==> src/rtl/interpolation_row_feeder_pkg.sv <==
// Shared definitions for the interpolation row feeder: FSM state encoding,
// default pixel geometry (shared with the interpolation top) and helpers
// that derive counter and pointer widths from ROWS and FIFO_DEPTH.
package interpolation_row_feeder_pkg;

  localparam int unsigned DEF_DATAWIDTH  = 8;
  localparam int unsigned DEF_NPIX       = 16;
  localparam int unsigned DEF_ROWS       = 16;
  localparam int unsigned DEF_ADDRWIDTH  = 16;
  localparam int unsigned DEF_FIFO_DEPTH = 4;

  typedef enum logic [1:0] {
    S_IDLE  = 2'd0,
    S_FETCH = 2'd1,
    S_DRAIN = 2'd2,
    S_DONE  = 2'd3
  } feeder_state_e;

  // Width able to hold every value 0..n inclusive.
  function automatic int unsigned cnt_width(input int unsigned n);
    return (n < 1) ? 1 : $clog2(n + 1);
  endfunction

  // Width of an index into a power-of-two sized buffer.
  function automatic int unsigned ptr_width(input int unsigned depth);
    return (depth < 2) ? 1 : $clog2(depth);
  endfunction

endpackage

==> src/rtl/interpolation_row_feeder_if.sv <==
// Memory-read and row-stream signals of the interpolation row feeder.
// master: the feeder; slave: reference memory arbiter plus interpolation top.
interface interpolation_row_feeder_if
  import interpolation_row_feeder_pkg::*;
#(
  parameter int unsigned ADDRWIDTH = DEF_ADDRWIDTH,
  parameter int unsigned DATAWIDTH = DEF_DATAWIDTH,
  parameter int unsigned NPIX      = DEF_NPIX
);

  logic                      mem_req;
  logic [ADDRWIDTH-1:0]      mem_addr;
  logic                      mem_gnt;
  logic                      mem_rvalid;
  logic [NPIX*DATAWIDTH-1:0] mem_rdata;

  logic                      row_valid;
  logic                      row_ready;
  logic [NPIX*DATAWIDTH-1:0] row_data;
  logic                      row_last;

  modport master (
    output mem_req,
    output mem_addr,
    input  mem_gnt,
    input  mem_rvalid,
    input  mem_rdata,
    output row_valid,
    input  row_ready,
    output row_data,
    output row_last
  );

  modport slave (
    input  mem_req,
    input  mem_addr,
    output mem_gnt,
    output mem_rvalid,
    output mem_rdata,
    input  row_valid,
    output row_ready,
    input  row_data,
    input  row_last
  );

endinterface

==> src/rtl/interpolation_row_feeder_fifo.sv <==
// feeder_row_fifo: synchronous show-ahead row buffer. The head entry is read
// straight out of the storage registers, so a push into an empty buffer is
// visible on the cycle after the write. Push and pop may coincide at any
// occupancy; a pop on empty is ignored, a push on full only lands with a pop.
module feeder_row_fifo
  import interpolation_row_feeder_pkg::*;
#(
  parameter int unsigned WIDTH = DEF_NPIX * DEF_DATAWIDTH,
  parameter int unsigned DEPTH = DEF_FIFO_DEPTH,
  parameter int unsigned CNT_W = cnt_width(DEPTH)
) (
  input  logic             clock,
  input  logic             reset,
  input  logic             push_i,
  input  logic [WIDTH-1:0] push_data_i,
  input  logic             pop_i,
  output logic [WIDTH-1:0] head_o,
  output logic             empty_o,
  output logic [CNT_W-1:0] count_o
);

  localparam int unsigned PTR_W = ptr_width(DEPTH);

  logic [WIDTH-1:0] mem_q [DEPTH];
  logic [PTR_W-1:0] wr_ptr_q, wr_ptr_d;
  logic [PTR_W-1:0] rd_ptr_q, rd_ptr_d;
  logic [CNT_W-1:0] count_q, count_d;
  logic             do_push, do_pop;

  assign do_pop  = pop_i && (count_q != '0);
  assign do_push = push_i && ((count_q != CNT_W'(DEPTH)) || do_pop);

  // Next pointer and occupancy values.
  always_comb begin
    wr_ptr_d = wr_ptr_q;
    rd_ptr_d = rd_ptr_q;
    count_d  = count_q;
    if (do_push) wr_ptr_d = wr_ptr_q + PTR_W'(1);
    if (do_pop)  rd_ptr_d = rd_ptr_q + PTR_W'(1);
    case ({do_push, do_pop})
      2'b10:   count_d = count_q + CNT_W'(1);
      2'b01:   count_d = count_q - CNT_W'(1);
      default: count_d = count_q;
    endcase
  end

  // Pointer and occupancy registers.
  always_ff @(posedge clock) begin
    if (!reset) begin
      wr_ptr_q <= '0;
      rd_ptr_q <= '0;
      count_q  <= '0;
    end else begin
      wr_ptr_q <= wr_ptr_d;
      rd_ptr_q <= rd_ptr_d;
      count_q  <= count_d;
    end
  end

  // Row storage; contents are don't-care until written.
  always_ff @(posedge clock) begin
    if (do_push) mem_q[wr_ptr_q] <= push_data_i;
  end

  assign head_o  = mem_q[rd_ptr_q];
  assign empty_o = (count_q == '0);
  assign count_o = count_q;

endmodule

==> src/rtl/interpolation_row_feeder.sv <==
// interpolation_row_feeder: fetches ROWS reference-window rows (base_addr,
// base_addr+stride, ...) from the reference memory and streams them, one row
// per transfer, into the FME interpolation datapath through a small FIFO.
// Optional build macro FEEDER_FRAME_CLAMP_EN adds frame_last_addr: every row
// address above it is replaced by it (bottom-row vertical padding).
module interpolation_row_feeder
  import interpolation_row_feeder_pkg::*;
#(
  parameter int unsigned DATAWIDTH  = DEF_DATAWIDTH,
  parameter int unsigned NPIX       = DEF_NPIX,
  parameter int unsigned ROWS       = DEF_ROWS,
  parameter int unsigned ADDRWIDTH  = DEF_ADDRWIDTH,
  parameter int unsigned FIFO_DEPTH = DEF_FIFO_DEPTH
) (
  input  logic                   clock,
  input  logic                   reset,
  input  logic                   start,
  input  logic [ADDRWIDTH-1:0]   base_addr,
  input  logic [ADDRWIDTH-1:0]   stride,
`ifdef FEEDER_FRAME_CLAMP_EN
  input  logic [ADDRWIDTH-1:0]   frame_last_addr,
`endif
  output logic                   busy,
  output logic                   done,
  interpolation_row_feeder_if.master bus
);

  localparam int unsigned ROW_W  = NPIX * DATAWIDTH;
  localparam int unsigned CNT_W  = cnt_width(ROWS);
  localparam int unsigned FCNT_W = cnt_width(FIFO_DEPTH);
  localparam int unsigned CRED_W = FCNT_W + 1;

  feeder_state_e        state_q;
  logic [CNT_W-1:0]     issued_q, issued_d;
  logic [CNT_W-1:0]     sent_q, sent_d;
  logic [FCNT_W-1:0]    inflight_q, inflight_d;
  logic [ADDRWIDTH-1:0] addr_q, addr_d;
  logic [ADDRWIDTH-1:0] stride_q;
  logic [ADDRWIDTH-1:0] addr_eff;

  logic                 req_c;
  logic                 grant;
  logic                 ret;
  logic                 xfer;
  logic [CRED_W-1:0]    credit;

  logic [ROW_W-1:0]     fifo_head;
  logic                 fifo_empty;
  logic [FCNT_W-1:0]    fifo_count;

  // Rows either buffered or still owed by memory; bounds issue so the FIFO
  // can never overflow.
  assign credit = CRED_W'(fifo_count) + CRED_W'(inflight_q);

  assign req_c = (state_q == S_FETCH) && (issued_q < CNT_W'(ROWS)) &&
                 (credit < CRED_W'(FIFO_DEPTH));
  assign grant = req_c && bus.mem_gnt;
  assign ret   = bus.mem_rvalid && (inflight_q != '0);
  assign xfer  = bus.row_valid && bus.row_ready;

`ifdef FEEDER_FRAME_CLAMP_EN
  logic [ADDRWIDTH-1:0] clamp_q;

  // Frame-bottom clamp, applied to the already wrapped address.
  assign addr_eff = (addr_q > clamp_q) ? clamp_q : addr_q;
`else
  assign addr_eff = addr_q;
`endif

  assign bus.mem_req  = req_c;
  assign bus.mem_addr = req_c ? addr_eff : '0;

  // Next values of the issue/return/transfer counters and the row address.
  // The address accumulates stride per grant instead of multiplying.
  always_comb begin
    issued_d   = issued_q;
    sent_d     = sent_q;
    inflight_d = inflight_q;
    addr_d     = addr_q;
    if ((state_q == S_IDLE) && start) begin
      issued_d = '0;
      sent_d   = '0;
      addr_d   = base_addr;
    end else begin
      if (grant) begin
        issued_d = issued_q + CNT_W'(1);
        addr_d   = addr_q + stride_q;
      end
      if (xfer) sent_d = sent_q + CNT_W'(1);
    end
    case ({grant, ret})
      2'b10:   inflight_d = inflight_q + FCNT_W'(1);
      2'b01:   inflight_d = inflight_q - FCNT_W'(1);
      default: inflight_d = inflight_q;
    endcase
  end

  // Counter and address registers.
  always_ff @(posedge clock) begin
    if (!reset) begin
      issued_q   <= '0;
      sent_q     <= '0;
      inflight_q <= '0;
      addr_q     <= '0;
    end else begin
      issued_q   <= issued_d;
      sent_q     <= sent_d;
      inflight_q <= inflight_d;
      addr_q     <= addr_d;
    end
  end

  // Window control FSM; captures the window geometry when start is accepted.
  always_ff @(posedge clock) begin
    if (!reset) begin
      state_q  <= S_IDLE;
      stride_q <= '0;
`ifdef FEEDER_FRAME_CLAMP_EN
      clamp_q  <= '0;
`endif
    end else begin
      case (state_q)
        S_IDLE: begin
          if (start) begin
            state_q  <= S_FETCH;
            stride_q <= stride;
`ifdef FEEDER_FRAME_CLAMP_EN
            clamp_q  <= frame_last_addr;
`endif
          end
        end
        S_FETCH: begin
          if (issued_q == CNT_W'(ROWS)) state_q <= S_DRAIN;
        end
        S_DRAIN: begin
          // Leave on the edge of the final transfer so done follows it directly.
          if (sent_d == CNT_W'(ROWS)) state_q <= S_DONE;
        end
        S_DONE: begin
          state_q <= S_IDLE;
        end
        default: begin
          state_q <= S_IDLE;
        end
      endcase
    end
  end

  assign busy = (state_q != S_IDLE);
  assign done = (state_q == S_DONE);

  feeder_row_fifo #(
    .WIDTH (ROW_W),
    .DEPTH (FIFO_DEPTH),
    .CNT_W (FCNT_W)
  ) u_row_fifo (
    .clock       (clock),
    .reset       (reset),
    .push_i      (ret),
    .push_data_i (bus.mem_rdata),
    .pop_i       (xfer),
    .head_o      (fifo_head),
    .empty_o     (fifo_empty),
    .count_o     (fifo_count)
  );

  assign bus.row_valid = !fifo_empty;
  assign bus.row_data  = bus.row_valid ? fifo_head : '0;
  assign bus.row_last  = bus.row_valid && (sent_q == CNT_W'(ROWS - 1));

endmodule

==> src/flat_wrapper.sv <==
// flat-port wrapper written by rule: the top's interface ports become plain ports
module interpolation_row_feeder_flat import interpolation_row_feeder_pkg::*;
#(
  parameter int unsigned DATAWIDTH  = DEF_DATAWIDTH,
  parameter int unsigned NPIX       = DEF_NPIX,
  parameter int unsigned ROWS       = DEF_ROWS,
  parameter int unsigned ADDRWIDTH  = DEF_ADDRWIDTH,
  parameter int unsigned FIFO_DEPTH = DEF_FIFO_DEPTH
)
  (clock, reset, start, base_addr, stride, busy, done, bus_mem_req, bus_mem_addr, bus_mem_gnt, bus_mem_rvalid, bus_mem_rdata, bus_row_valid, bus_row_ready, bus_row_data, bus_row_last);
  interpolation_row_feeder_if #(.ADDRWIDTH(ADDRWIDTH), .DATAWIDTH(DATAWIDTH), .NPIX(NPIX)) bus_i ();
  input  logic clock;
  input  logic reset;
  input  logic start;
  input  logic [ADDRWIDTH-1:0] base_addr;
  input  logic [ADDRWIDTH-1:0] stride;
  output logic busy;
  output logic done;
  output wire logic [$bits(bus_i.mem_req)-1:0] bus_mem_req;
  output wire logic [$bits(bus_i.mem_addr)-1:0] bus_mem_addr;
  input wire logic [$bits(bus_i.mem_gnt)-1:0] bus_mem_gnt;
  input wire logic [$bits(bus_i.mem_rvalid)-1:0] bus_mem_rvalid;
  input wire logic [$bits(bus_i.mem_rdata)-1:0] bus_mem_rdata;
  output wire logic [$bits(bus_i.row_valid)-1:0] bus_row_valid;
  input wire logic [$bits(bus_i.row_ready)-1:0] bus_row_ready;
  output wire logic [$bits(bus_i.row_data)-1:0] bus_row_data;
  output wire logic [$bits(bus_i.row_last)-1:0] bus_row_last;
  assign bus_mem_req = bus_i.mem_req;
  assign bus_mem_addr = bus_i.mem_addr;
  assign bus_i.mem_gnt = bus_mem_gnt;
  assign bus_i.mem_rvalid = bus_mem_rvalid;
  assign bus_i.mem_rdata = bus_mem_rdata;
  assign bus_row_valid = bus_i.row_valid;
  assign bus_i.row_ready = bus_row_ready;
  assign bus_row_data = bus_i.row_data;
  assign bus_row_last = bus_i.row_last;
  interpolation_row_feeder #(.DATAWIDTH(DATAWIDTH), .NPIX(NPIX), .ROWS(ROWS), .ADDRWIDTH(ADDRWIDTH), .FIFO_DEPTH(FIFO_DEPTH)) u_core (.clock(clock), .reset(reset), .start(start), .base_addr(base_addr), .stride(stride), .busy(busy), .done(done), .bus(bus_i));
endmodule
==> config.mk <==
export PLATFORM = sky130hd
export DESIGN_NAME = interpolation_row_feeder_flat
export DESIGN_NICKNAME = d
export VERILOG_FILES = /design/src/rtl/interpolation_row_feeder_pkg.sv /design/src/rtl/interpolation_row_feeder_if.sv /design/src/rtl/interpolation_row_feeder_fifo.sv /design/src/rtl/interpolation_row_feeder.sv /design/src/flat_wrapper.sv
export SDC_FILE = /design/constraint.sdc
export NUM_CORES = 1
export LEC_CHECK = 0
export CAP_MARGIN = 10
export CORE_ASPECT_RATIO = 0.5
export CORE_MARGIN = 3
export CORE_UTILIZATION = 59
export DETAILED_ROUTE_END_ITERATION = 10
export PLACE_DENSITY = 0.85
export RECOVER_POWER = 50
export SLEW_MARGIN = 30
export SYNTH_ARGS = -nofsm -noshare
export SYNTH_HDL_FRONTEND = slang
export SYNTH_SLANG_ARGS = --single-unit
==> constraint.sdc <==
create_clock -name clock -period 9.2 [get_ports clock]
set_input_delay 0.92 -clock clock [delete_from_list [all_inputs] [get_ports clock]]
set_output_delay 0.92 -clock clock [all_outputs]
set_load 0.005 [all_outputs]
==> summary.md, run 1 <==
| Metric | Value |
|---|---|
| Hold Crit Class | flip-flop to flip-flop |
| Crit-path slowest cell | and2_0 |
| Vias/cell | 6.00 |
| Hold_sp | u_core.stride_q[4]$_SDFFE_PN0N_ |
| Initial antenna violation count | 21 |
| PwrDens | 267 nW/um^2 |
| Worst-path clk slew | 0.07 ns |
| GRT Total Usage | 25.3% |
| Wire per inst | 25.3 um |
| Minimum clock period | 5.93 ns |
| Commonest non-fill, non-tap cells in the layout | edfxtp_1 (512), clkdlybuf4s50_1 (183), and2_1 (150) |
| Filler Cells Inserted | 2141 |
| Worst Hold Depth | 2 |
| HPWL after DPL | 30700 um |
| Synthesized instance count | 1256 |
| Outcome | finished, violations left |
| Via count | 12800 |
| Post-CTS Setup Repair Bufs | 0 |
| First-pass GRT wire length | 79500 um |
| DR iter-0 viols | 1131 |
| Main flop type after synthesis | edfxtp_1 |
| Critical Path, Cell by Cell | dlygate4sd3_1 -> o31a_1 -> o41a_1 -> and2_0 -> buf_6 |
| Failing checks | capacitance limit, slew limit |
| Tcrit/Tclk final | 64.4% |
| Share of cells above drive strength 1 | 13.4% |
| I/O Pins | 315 |
| CORE AREA | 37800 um^2 |
| Max H-tree Level | 2 |
| P_leak | 0.00904 uW |
| WP depth | 5 |
| Number of max-cap violations | 5 |
| Antenna-violating nets left | 0 |
| Worst-case reg-to-reg path depth | 4 |
| Area growth from synthesis to layout | 22.4% |
| Reg2Reg Launch Point | u_core.inflight_q[0]$_SDFFE_PN0P_ |
| Largest net degree at the start of global routing | 74 |
| Synthesized Nets | 1456 |
| Later-pin clock latency in the skew report | 0.58 ns |
| Max rail drop VDD | 0.000175 V |
| Post-CTS Hold Buffers | 0 |
| Startpoint Class | input pin |
| CP top delay family | simple AND/OR/NAND/NOR gates |
| Initial Utilization | 60.4% |
| Mapped Area | 22800 um^2 |
| Pre-Repair DR Iteration Count | 7 |
| Number of flops mapped to enable cells by yosys | 512 |
| Yosys warning total | 0 |
| Nets | 1764 |
| Number of CTS-inserted buffers | 47 |
| Routability cong. | 0.866 |
| Unrepaired setup endpoints after global routing | no |
| Routed wire length | 54100 um |
| Seq cells post-synth | 568 |
| Crit-path max FO | 73 |
| Std cell rows | 50 |
| Max incr delay on CP | 3.11 ns |
| Syn avg cell area | 18.2 um^2 |
| Measured slew at the worst slew-check pin | 4.30 ns |
| Post-CTS sizing | 0 |
| Yosys cell types | 60 |
| Final max-slew violation count | 245 |
| Final core utilization | 74.0% |
| CTS root buf | clkbuf_16 |
| Die Wd | 284 um |
| Seq/Total Area, Yosys | 72.2% |
| Sink Count | 568 |
| Crit. Startpoint | bus_mem_rvalid |
| IO Port Bufs | 314 |
| Die height | 145 um |
| TritonCTS clock tree | yes |
| CP endpoint kind | flip-flop |
| Residual DRC | 0 |
| Vias in the first global route | 13200 |
| Final setup TNS | 0 ns |
| CP Class | input pin to flip-flop |
| Post-synth ARST share | 0% |
| Highest Clock Rate | 169 MHz |
| CP arrival | 6.12 ns |
| Clock Path Buffers | 3 |
| Relative slew slack | -187% |
| Final setup violation count | 0 |
| Total gr overflow | 0 |
| Final hold vios | 0 |
| Worst Path Required | 9.39 ns |
| Clock Skew | 0.0314 ns |
| Buf/Inv on CP | 2 |
| Die area | 41200 um^2 |
| Most common cell after layout, fill and taps aside | edfxtp_1 |
==> worst min-delay path: cells and delay by family, from the launching register on <==
family	cells	cell delay (ns)
DFF	1	0.32
AOI/OAI and AO/OA	1	0.06
and+or+nand+nor	1	0.05
==> path summary, 6_finish.rpt <==
path | end | slack [ns]
worst min-delay path | u_core.stride_q[4]$_SDFFE_PN0N_ | 0.47
worst min register to register | u_core.stride_q[4]$_SDFFE_PN0N_ | 0.47
worst max register to register | u_core.u_row_fifo.mem_q[1][65]$_DFFE_PP_ | 3.72
worst max-delay path | u_core.u_row_fifo.mem_q[1][65]$_DFFE_PP_ | 3.27
==> cells in the mapped netlist (all sizes together), types with 11 or more instances <==
cell,number,share of area [%]
dfxtp,56,4.9
nand3,11,0.24
ha,31,1.7
mux4,128,13
and2,161,4.4
clkbuf,42,0.69
a21boi,20,0.66
nor2,21,0.37
nand2,83,1.4
inv,23,0.39
buf,23,0.54
o21ai,22,0.48
xnor2,14,0.54
edfxtp,512,67
a21oi,18,0.43
==> registers in the layout (all words and copies together), names as in the netlist, named ones only <==
register / count
u_core.u_row_fifo.mem_q: 512
u_core.state_q: 2
u_core.u_row_fifo.rd_ptr_q: 2
u_core.addr_eff: 16
u_core.issued_q: 5
u_core.inflight_q: 3
u_core.sent_q: 5
u_core.u_row_fifo.wr_ptr_q: 2
u_core.stride_q: 16
u_core.u_row_fifo.count_o: 3
==> area by class of cell <==
cell class / instances / area (um^2) / area share [%]
antenna: 20 / 50.0 / 0.179
clock buffer: 62 / 1250 / 4.49
clock inverter: 21 / 203 / 0.725
inverter: 23 / 87.6 / 0.313
multi-input combinational: 600 / 5960 / 21.3
sequential: 568 / 16500 / 59.0
tap: 520 / 651 / 2.33
timing repair buffer: 324 / 3240 / 11.6
==> power breakdown <==
| group | internal [uW] | switching (uW) | total [uW] | leakage (uW) |
|---|---|---|---|---|
| clock | 1050 | 904 | 1950 | 0.000702 |
| sequential | 3040 | 135 | 3170 | 0.00508 |
| combinational | 1260 | 1080 | 2340 | 0.00326 |
| total | 5350 | 2120 | 7470 | 0.00904 |
==> logic make-up after synthesis <==
kind of cell / count (synthesis) / synth area share, %
AOI/OAI and AO/OA: 114 / 3.53
xor gates and xnor gates: 22 / 0.844
buffers and inverters: 88 / 1.62
and+or+nand+nor: 298 / 7.00
muxes: 132 / 12.8
DFF: 568 / 72.2
adders and majority gates: 34 / 1.96
==> per-stage QoR <==
stage | hold slack (ns) | total power [uW] | instances | area [um^2] | setup WS [ns]
global placement | 0.458 | 5460 | 2035 | 26500 | 5.02
CTS | 0.473 | 7500 | 2118 | 27900 | 4.63
finish | 0.474 | 7470 | 2138 | 27900 | 3.27
detailed placement | 0.463 | 5540 | 2035 | 26500 | 5.23
global route | 0.504 | 7760 | 2138 | 27900 | 2.92
floorplan | 0.447 | 4410 | 1256 | 22800 | 4.32
==> metal layers <==
layer	wire length, um	track usage, %	vias up
li1	-	-	5533
met1	18800	29.9	6581
met2	30200	46.8	593
met3	3130	4.30	129
met4	1970	9.42	0
met5	0	0	-
Note: power is estimated with default switching activity, not from simulation.
==> run 2: changes to the inputs <==
--- a/config.mk
+++ b/config.mk
@@ -8,9 +8,9 @@
 export CAP_MARGIN = 10
 export CORE_ASPECT_RATIO = 0.5
 export CORE_MARGIN = 3
-export CORE_UTILIZATION = 59
+export CORE_UTILIZATION = 49
 export DETAILED_ROUTE_END_ITERATION = 10
-export PLACE_DENSITY = 0.85
+export PLACE_DENSITY = 0.75
 export RECOVER_POWER = 50
 export SLEW_MARGIN = 30
 export SYNTH_ARGS = -nofsm -noshare
==> constraint.sdc (replaced) <==
create_clock -name clock -period 5.3 [get_ports clock]
set_input_delay 0.53 -clock clock [delete_from_list [all_inputs] [get_ports clock]]
set_output_delay 0.53 -clock clock [all_outputs]
set_load 0.005 [all_outputs]
==> run 2 against run 1 <==
The run still ends with capacitance limit, slew limit left. Worst hold slack better by 0.0032 ns. Sequential power is 72% higher. Routed wire length shrank 7.9%. Clock skew shrank 0.0056 ns. Final area up 1.9%. Critical path type is now flip-flop to primary output. Critical endpoint is now bus_row_data[37]. Highest routed layer is now met5.
==> summary.md, run 2 (synthesis gave the netlist of run 1 again) <==
| Metric | Value |
|---|---|
| Measured slew at the worst slew-check pin | 2.15 ns |
| Logic gate share of total power | 31.0% |
| Critical Path, Cell by Cell | buf_4 -> mux4_2 -> and2_1 -> clkdlybuf4s50_1 |
| Worst Path Required | 4.77 ns |
| TritonCTS clock tree | yes |
| Crit-path max FO | 59 |
| Crit-path slowest cell | dfxtp_4 |
| Initial Utilization | 50.1% |
| CP arrival | 3.25 ns |
| I/O Pins | 315 |
| Max H-tree Level | 2 |
| DR WL met3 | 2300 um |
| Die area | 49400 um^2 |
| Largest Register | u_core.u_row_fifo.mem_q |
| Die height | 159 um |
| Pre-Repair DR Iteration Count | 7 |
| Pint | 9650 uW |
| CP top delay family | buffers and inverters |
| Share of cells above drive strength 1 | 14.6% |
| Post-CTS sizing | 0 |
| Clock Path Buffers | 3 |
| Commonest non-fill, non-tap cells in the layout | edfxtp_1 (512), clkdlybuf4s50_1 (184), and2_1 (151) |
| Die Wd | 311 um |
| CP endpoint kind | primary output |
| Number of CTS-inserted buffers | 49 |
| Clock Skew | 0.0257 ns |
| Nets | 1779 |
| Placed Area | 26800 um^2 |
| PwrDens | 467 nW/um^2 |
| Max incr delay on CP | 0.93 ns |
| Outcome | finished, violations left |
| Vias in the first global route | 13100 |
| Buf/Inv on CP | 2 |
| CTS root buf | clkbuf_16 |
| Minimum clock period | 3.78 ns |
| Antenna-violating nets left | 0 |
| Via count | 12300 |
| Psw | 3650 uW |
| Sw frac | 27.4% |
| Area growth from synthesis to layout | 24.7% |
| Final hold vios | 0 |
| Hold Crit Class | flip-flop to flip-flop |
| Highest routed layer | met5 |
| Std cell rows | 55 |
| Clock group share of total power | 28.0% |
| Routed met2 length | 27500 um |
| HPWL after DPL | 31200 um |
| Later-pin clock latency in the skew report | 0.58 ns |
| Highest Clock Rate | 264 MHz |
| WP depth | 4 |
| Final setup violation count | 0 |
| Number of max-cap violations | 2 |
| DR iter-0 viols | 952 |
| Vias/cell | 5.46 |
| Placed cell count | 2154 |
| Tcrit/Tclk final | 71.4% |
| Routed wire length | 49800 um |
| Initial antenna violation count | 10 |
| Startpoint Class | flip-flop |
| Total gr overflow | 0 |
| Final setup TNS | 0 ns |
| Worst-path clk slew | 0.07 ns |
| Worst Hold Depth | 2 |
| Final max-slew violation count | 64 |
| Fin area | 28500 um^2 |
| Wire per inst | 22.1 um |
| Max rail drop VDD | 0.000264 V |
| GRT Total Usage | 20.0% |
| Max FFs per register | 512 |
| P_leak | 0.00925 uW |
| Largest net degree at the start of global routing | 60 |
| Residual DRC | 0 |
| CP Class | flip-flop to primary output |
| Routability cong. | 0.798 |
| Post-CTS Setup Repair Bufs | 0 |
| Sink Count | 568 |
| WL met1 | 18800 um |
| Most common cell after layout, fill and taps aside | edfxtp_1 |
| CORE AREA | 45600 um^2 |
| Relative slew slack | -43.2% |
| Unrepaired setup endpoints after global routing | no |
| Worst-case reg-to-reg path depth | 5 |
| Register share of total power | 41.0% |
| IO Port Bufs | 314 |
| Post-CTS Hold Buffers | 0 |
| Final cell count without fillers | 2252 |
| First-pass GRT wire length | 76100 um |
| Failing checks | capacitance limit, slew limit |
run 2: per-stage QoR:
stage / total power (uW) / setup WS (ns) / util, % / hold WS, ns
2_1_floorplan: 7650 / 0.810 / - / 0.447
3_3_place_gp: 9620 / 1.89 / 58.6 / 0.457
3_5_place_dp: 9740 / 1.99 / 58.7 / 0.467
4_1_cts: 13500 / 1.43 / 62.4 / 0.477
5_1_grt: 13900 / 1.31 / 62.4 / 0.489
6_report: 13300 / 1.52 / 62.4 / 0.477
run 2: path summary, 6_finish.rpt:
| check | start | endpoint | slack (ns) |
|---|---|---|---|
| max | flip-flop | bus_row_data[37] | 1.52 |
| min | u_core.stride_q[12]$_SDFFE_PN0N_ | u_core.stride_q[12]$_SDFFE_PN0N_ | 0.48 |
| max reg2reg | u_core.inflight_q[0]$_SDFFE_PN0P_ | u_core.u_row_fifo.mem_q[0][31]$_DFFE_PP_ | 1.68 |
| min reg2reg | u_core.stride_q[12]$_SDFFE_PN0N_ | u_core.stride_q[12]$_SDFFE_PN0N_ | 0.48 |
run 2: final cells by class:
cell class,instances,area (um^2)
antenna,7,17.5
clock buffer,62,1280
clock inverter,28,384
fill,3184,17200
inverter,23,88.8
multi-input combinational,600,5980
sequential,568,16500
tap,627,785
timing repair buffer,337,3430
run 2: power groups by stage:
stage | Clock (uW) | Combinational (uW) | Sequential [uW]
after floorplan | 0 | 2170 | 5480
after global placement | 0 | 4060 | 5560
after detailed placement | 0 | 4150 | 5590
after CTS | 3810 | 4180 | 5490
after global routing | 3990 | 4460 | 5490
final | 3730 | 4120 | 5450
run 2: tightest hold or removal path, delay by kind of cell, from the launching register on:
family	cells	cell delay, ns
flip-flops	1	0.32
AO/OA/AOI/OAI	1	0.06
AND/OR/NAND/NOR	1	0.05
run 2: routing by layer:
metal	GRT usage, %	up-vias
met5	0	-
met3	3.98	86
met4	5.66	2
met1	23.6	6339
li1	-	5532
met2	37.8	343
